--- config.mk ---
export PLATFORM = sky130hd
export DESIGN_NAME = calc_sevenseg_display
export DESIGN_NICKNAME = d
export VERILOG_FILES = /design/src/rtl/calc_sevenseg_display.sv
export SDC_FILE = /design/constraint.sdc
export NUM_CORES = 1
export LEC_CHECK = 0
export ABC_AREA = 0
export ABC_CLOCK_PERIOD_IN_PS = 6500
export BUFFER_PORTS_ARGS = -buffer_cell sky130_fd_sc_hd__buf_2
export CAP_MARGIN = 20
export CORE_UTILIZATION = 50
export DETAILED_ROUTE_END_ITERATION = 7
export PLACE_DENSITY = 0.76
export SLEW_MARGIN = 5
export SYNTH_ARGS = -nofsm -noshare
export SYNTH_HDL_FRONTEND = slang
export SYNTH_SLANG_ARGS = --single-unit
export TNS_END_PERCENT = 50
--- constraint.sdc ---
create_clock -name clk -period 6.5 [get_ports clk]
set_clock_uncertainty 0.1 [all_clocks]
set_input_delay 0.65 -clock clk [delete_from_list [all_inputs] [get_ports clk]]
set_output_delay 0.65 -clock clk [all_outputs]
set_load 0.005 [all_outputs]
--- src/rtl/calc_sevenseg_display.sv ---
// Four-digit multiplexed hex display driver for the calculator accumulator.
// Double-buffers the value so each scanned frame shows one consistent number.
module calc_sevenseg_display #(
  parameter int unsigned REFRESH_DIV = 100000,
  parameter bit          BLANK_LZ    = 1'b1,
  parameter bit          SHOW_SIGN   = 1'b1
) (
  input  logic        clk,
  input  logic        resetn,
  input  logic [15:0] value,
  input  logic        load,
  output logic [3:0]  an,
  output logic [6:0]  seg,
  output logic        dp,
  output logic        frame_done
);

  localparam int unsigned CntW = (REFRESH_DIV > 1) ? $clog2(REFRESH_DIV) : 1;
  localparam logic [CntW-1:0] CntMax = CntW'(REFRESH_DIV - 1);

  logic [CntW-1:0] cnt_q, cnt_d;
  logic [1:0]      idx_q, idx_d;
  logic [15:0]     shadow_q, shadow_d;
  logic [15:0]     staged_q, staged_d;
  logic            pending_q, pending_d;
  logic [3:0]      an_q, an_d;
  logic [6:0]      seg_q, seg_d;
  logic            dp_q, dp_d;
  logic            frame_done_q, frame_done_d;

  logic        tick;
  logic        boundary;
  logic [3:0]  nibble;
  logic [15:0] upper;
  logic        blank;
  logic        dp_lit;

  function automatic logic [6:0] hex_to_seg(input logic [3:0] h);
    logic [6:0] s;
    s = 7'b1111111;
    case (h)
      4'h0: s = 7'b1000000;
      4'h1: s = 7'b1111001;
      4'h2: s = 7'b0100100;
      4'h3: s = 7'b0110000;
      4'h4: s = 7'b0011001;
      4'h5: s = 7'b0010010;
      4'h6: s = 7'b0000010;
      4'h7: s = 7'b1111000;
      4'h8: s = 7'b0000000;
      4'h9: s = 7'b0010000;
      4'ha: s = 7'b0001000;
      4'hb: s = 7'b0000011;
      4'hc: s = 7'b1000110;
      4'hd: s = 7'b0100001;
      4'he: s = 7'b0000110;
      4'hf: s = 7'b0001110;
      default: s = 7'b1111111;
    endcase
    return s;
  endfunction

  always_comb begin
    tick     = (cnt_q == CntMax);
    boundary = tick && (idx_q == 2'd3);

    cnt_d = tick ? '0 : cnt_q + 1'b1;
    idx_d = tick ? idx_q + 2'd1 : idx_q;

    staged_d  = staged_q;
    pending_d = pending_q;
    shadow_d  = shadow_q;
    if (load) begin
      staged_d  = value;
      pending_d = 1'b1;
    end
    // A load on the boundary cycle bypasses staging and lands in the frame directly.
    if (boundary) begin
      pending_d = 1'b0;
      if (load) begin
        shadow_d = value;
      end else if (pending_q) begin
        shadow_d = staged_q;
      end
    end

    upper  = shadow_q >> {idx_q, 2'b00};
    nibble = upper[3:0];
    blank  = BLANK_LZ && (idx_q != 2'd0) && (upper == 16'h0000);
    dp_lit = SHOW_SIGN && (idx_q == 2'd3) && shadow_q[15];

    an_d  = ~(4'b0001 << idx_q);
    seg_d = hex_to_seg(nibble);
    dp_d  = ~dp_lit;
    if (blank) begin
      seg_d = 7'b1111111;
      if (!dp_lit) begin
        an_d = 4'b1111;
      end
    end

    frame_done_d = boundary;
  end

  always_ff @(posedge clk or negedge resetn) begin
    if (!resetn) begin
      cnt_q        <= '0;
      idx_q        <= 2'd0;
      shadow_q     <= 16'h0000;
      staged_q     <= 16'h0000;
      pending_q    <= 1'b0;
      an_q         <= 4'b1111;
      seg_q        <= 7'b1111111;
      dp_q         <= 1'b1;
      frame_done_q <= 1'b0;
    end else begin
      cnt_q        <= cnt_d;
      idx_q        <= idx_d;
      shadow_q     <= shadow_d;
      staged_q     <= staged_d;
      pending_q    <= pending_d;
      an_q         <= an_d;
      seg_q        <= seg_d;
      dp_q         <= dp_d;
      frame_done_q <= frame_done_d;
    end
  end

  assign an         = an_q;
  assign seg        = seg_q;
  assign dp         = dp_q;
  assign frame_done = frame_done_q;

endmodule
==> reports/results.tsv <==
metric	value	unit
status	finished clean	
postPlaceCellArea	0.00331	sq mm
cts_tree	yes	
setup_violations	0	
coreArea	0.00596	sq mm
worst_ep_arrival_time	3150	ps
gp_congestion	0.787	
yosysWarnings	0	
die_h	80.7	um
setup_slack	3460	ps
synthSimpleGateAreaFrac	12.5	%
h-tree-depth	3	
num-fill-cells	506	
met2_usage	31.9	%
busiest_layer	met2	
cts_root_buf	clkbuf_8	
ys_seq_area_share	53.1	%
final_nets	308	
synth_top_flop_cell	dfrtp_1	
ys_top_cells_by_count	dfrtp_1, mux2_2, nor2_1	
grt_use_met1	24.9	%
whs	373	ps
critPathLaunchType	flop	
ys_async_sr_fraction	100	%
grt_setup_unrepaired	false	
cts_hold_buf	0	
clk_latency	340	ps
clockBufferDepth	2	
timing.fmax	329	MHz
synthMuxAreaShare	18.6	%
stdcell_count	357	
cts_sinks	65	
detail-route-antenna-nets	0	
crit_type	flop to flop	
slew_headroom	36.1	%
synth_area	0.00309	sq mm
hp-class	primary input to async pin	
area_delta_synth_final	12.6	%
worstPathRequired	6610	ps
routed_wl	5.30	mm
period_needed	3040	ps
synth.avg_cell_area	12.7	sq um
postCtsSetupBuffers	0	
synth_fa_ha_area_share	4.85	%
dp_worst_setup_slack	3450	ps
post-synth-top-count-cell	dfrtp_1	
p_leak	1.54	nW
wl_per_cell	14.8	um
grt_first_pass_wirelength	9.48	mm
period_share	46.7	%
ir_drop	0.000160	V
place_inst	341	
cp_max_fo	10	
yosys.area.top_type	dfrtp_1	
synth_compound_area_share	3.84	%
cts.repair.resized	0	
vias	1949	
io_pins	32	
power_density	225	mW/mm^2
vias_per_cell	5.46	
antenna_cells	0	
worstSetupEndpointType	flop	
rows	28	
initial_core_util	52.0	%
numCtsBuffers	9	
synth_top_family_by_area	multiplexers	
drt_pass1_iterations	4	
drt_iter0_markers	112	
cap_viol_max_count	0	
fin_area	0.00348	sq mm
fin_tns_setup	0	ps
antenna_found_initial	0	
synth_top_area_share	42.9	%
dp_hpwl	3.75	mm
synth-seq-cells	65	
synth_cells	243	
synth_edf_count	0	
die_w	80.7	um
synthXorXnorAreaFrac	4.81	%
maxSlewViolCount	0	
grt_usage	19.9	%
synth_nets	274	
grt_max_degree	66	
port_buffers	31	
drive_above_1_share	37.2	%
met3_usage	4.66	%
synth_area_leaders	dfrtp_1, mux2_2, dfstp_2	
clk_pin_slew	70	ps
grt_pass1_vias	2020	
hold_viol_final	0	
dieArea	0.00651	sq mm
synth.distinct_cells	41	
tightest_slew	952	ps
drc	0	
grt_overflow	0	
rr_worst_depth	6	
[cells by family after synthesis]
logic type | count (synthesis)
simple gates | 67
flops | 65
mux | 48
compound gates | 17
xor+xnor | 17
buf+inv | 17
fa+ha+maj | 12
[metrics by stage]
step / utilization [%] / power, W
2_1_floorplan: - / 0.000469
3_3_place_gp: 55.6 / 0.000492
3_5_place_dp: 55.6 / 0.000494
4_1_cts: 58.5 / 0.000796
5_1_grt: 58.5 / 0.000821
6_report: 58.5 / 0.000784
[layout make-up]
cell class	count	area (sq um)	share of cell area, %
tap	75	93.8	2.69
inverter	8	30.0	0.862
clock buffer	13	159	4.56
multi-input combinational	161	1380	39.7
clock inverter	3	15.0	0.431
timing repair buffer	32	163	4.67
sequential	65	1640	47.1
[power by group]
part / switching (W) / internal [W]
Clock: 0.000141 / 0.000157
Sequential: 0.00000757 / 0.000424
Combinational: 0.0000270 / 0.0000270
[state kept, by name, summed over array words and instances, names as in the netlist]
register    flops
an              4
cnt_q          17
dp              1
frame_done      1
idx_q           2
pending_q       1
seg             7
shadow_q       16
staged_q       16
[critical path: stages, from the launching register on]
cell	delay (ps)
dfrtp_1	570
mux4_2	630
inv_1	160
ha_1	250
or4b_2	600
a211o_1	440
o311ai_0	170
[worst paths after layout]
check                                     start                       to  slack [ps]
min                                      resetn  staged_q[2]$_DFFE_PN0P_         370
min in group clk             cnt_q[4]$_DFF_PN0_       cnt_q[4]$_DFF_PN0_         390
max reg2reg                idx_q[0]$_DFFE_PN0N_         seg[4]$_DFF_PN1_        3460
max in group asynchronous                resetn     idx_q[1]$_DFFE_PN0N_        5400
min reg2reg                  cnt_q[4]$_DFF_PN0_       cnt_q[4]$_DFF_PN0_         390
max                        idx_q[0]$_DFFE_PN0N_         seg[4]$_DFF_PN1_        3460
[cell usage in the layout, fill, tap and decap left out, types with 4 or more instances in the layout]
master / count
dfrtp_1: 53
mux2i_1: 7
mux4_2: 4
dfstp_2: 12
xor2_1: 7
xnor2_1: 10
mux2_2: 37
inv_1: 8
o21ai_0: 4
nand3_1: 9
clkbuf_8: 11
nor2_1: 15
nor4_1: 6
nand2_1: 14
buf_2: 31
ha_1: 12
[per-layer routing]
metal,share of wire (%),vias to the layer above
met4,2.4,0
li1,-,941
met2,47,30
met3,2.9,10
met5,0,-
met1,48,968
Power figures use the tool's default switching activity.
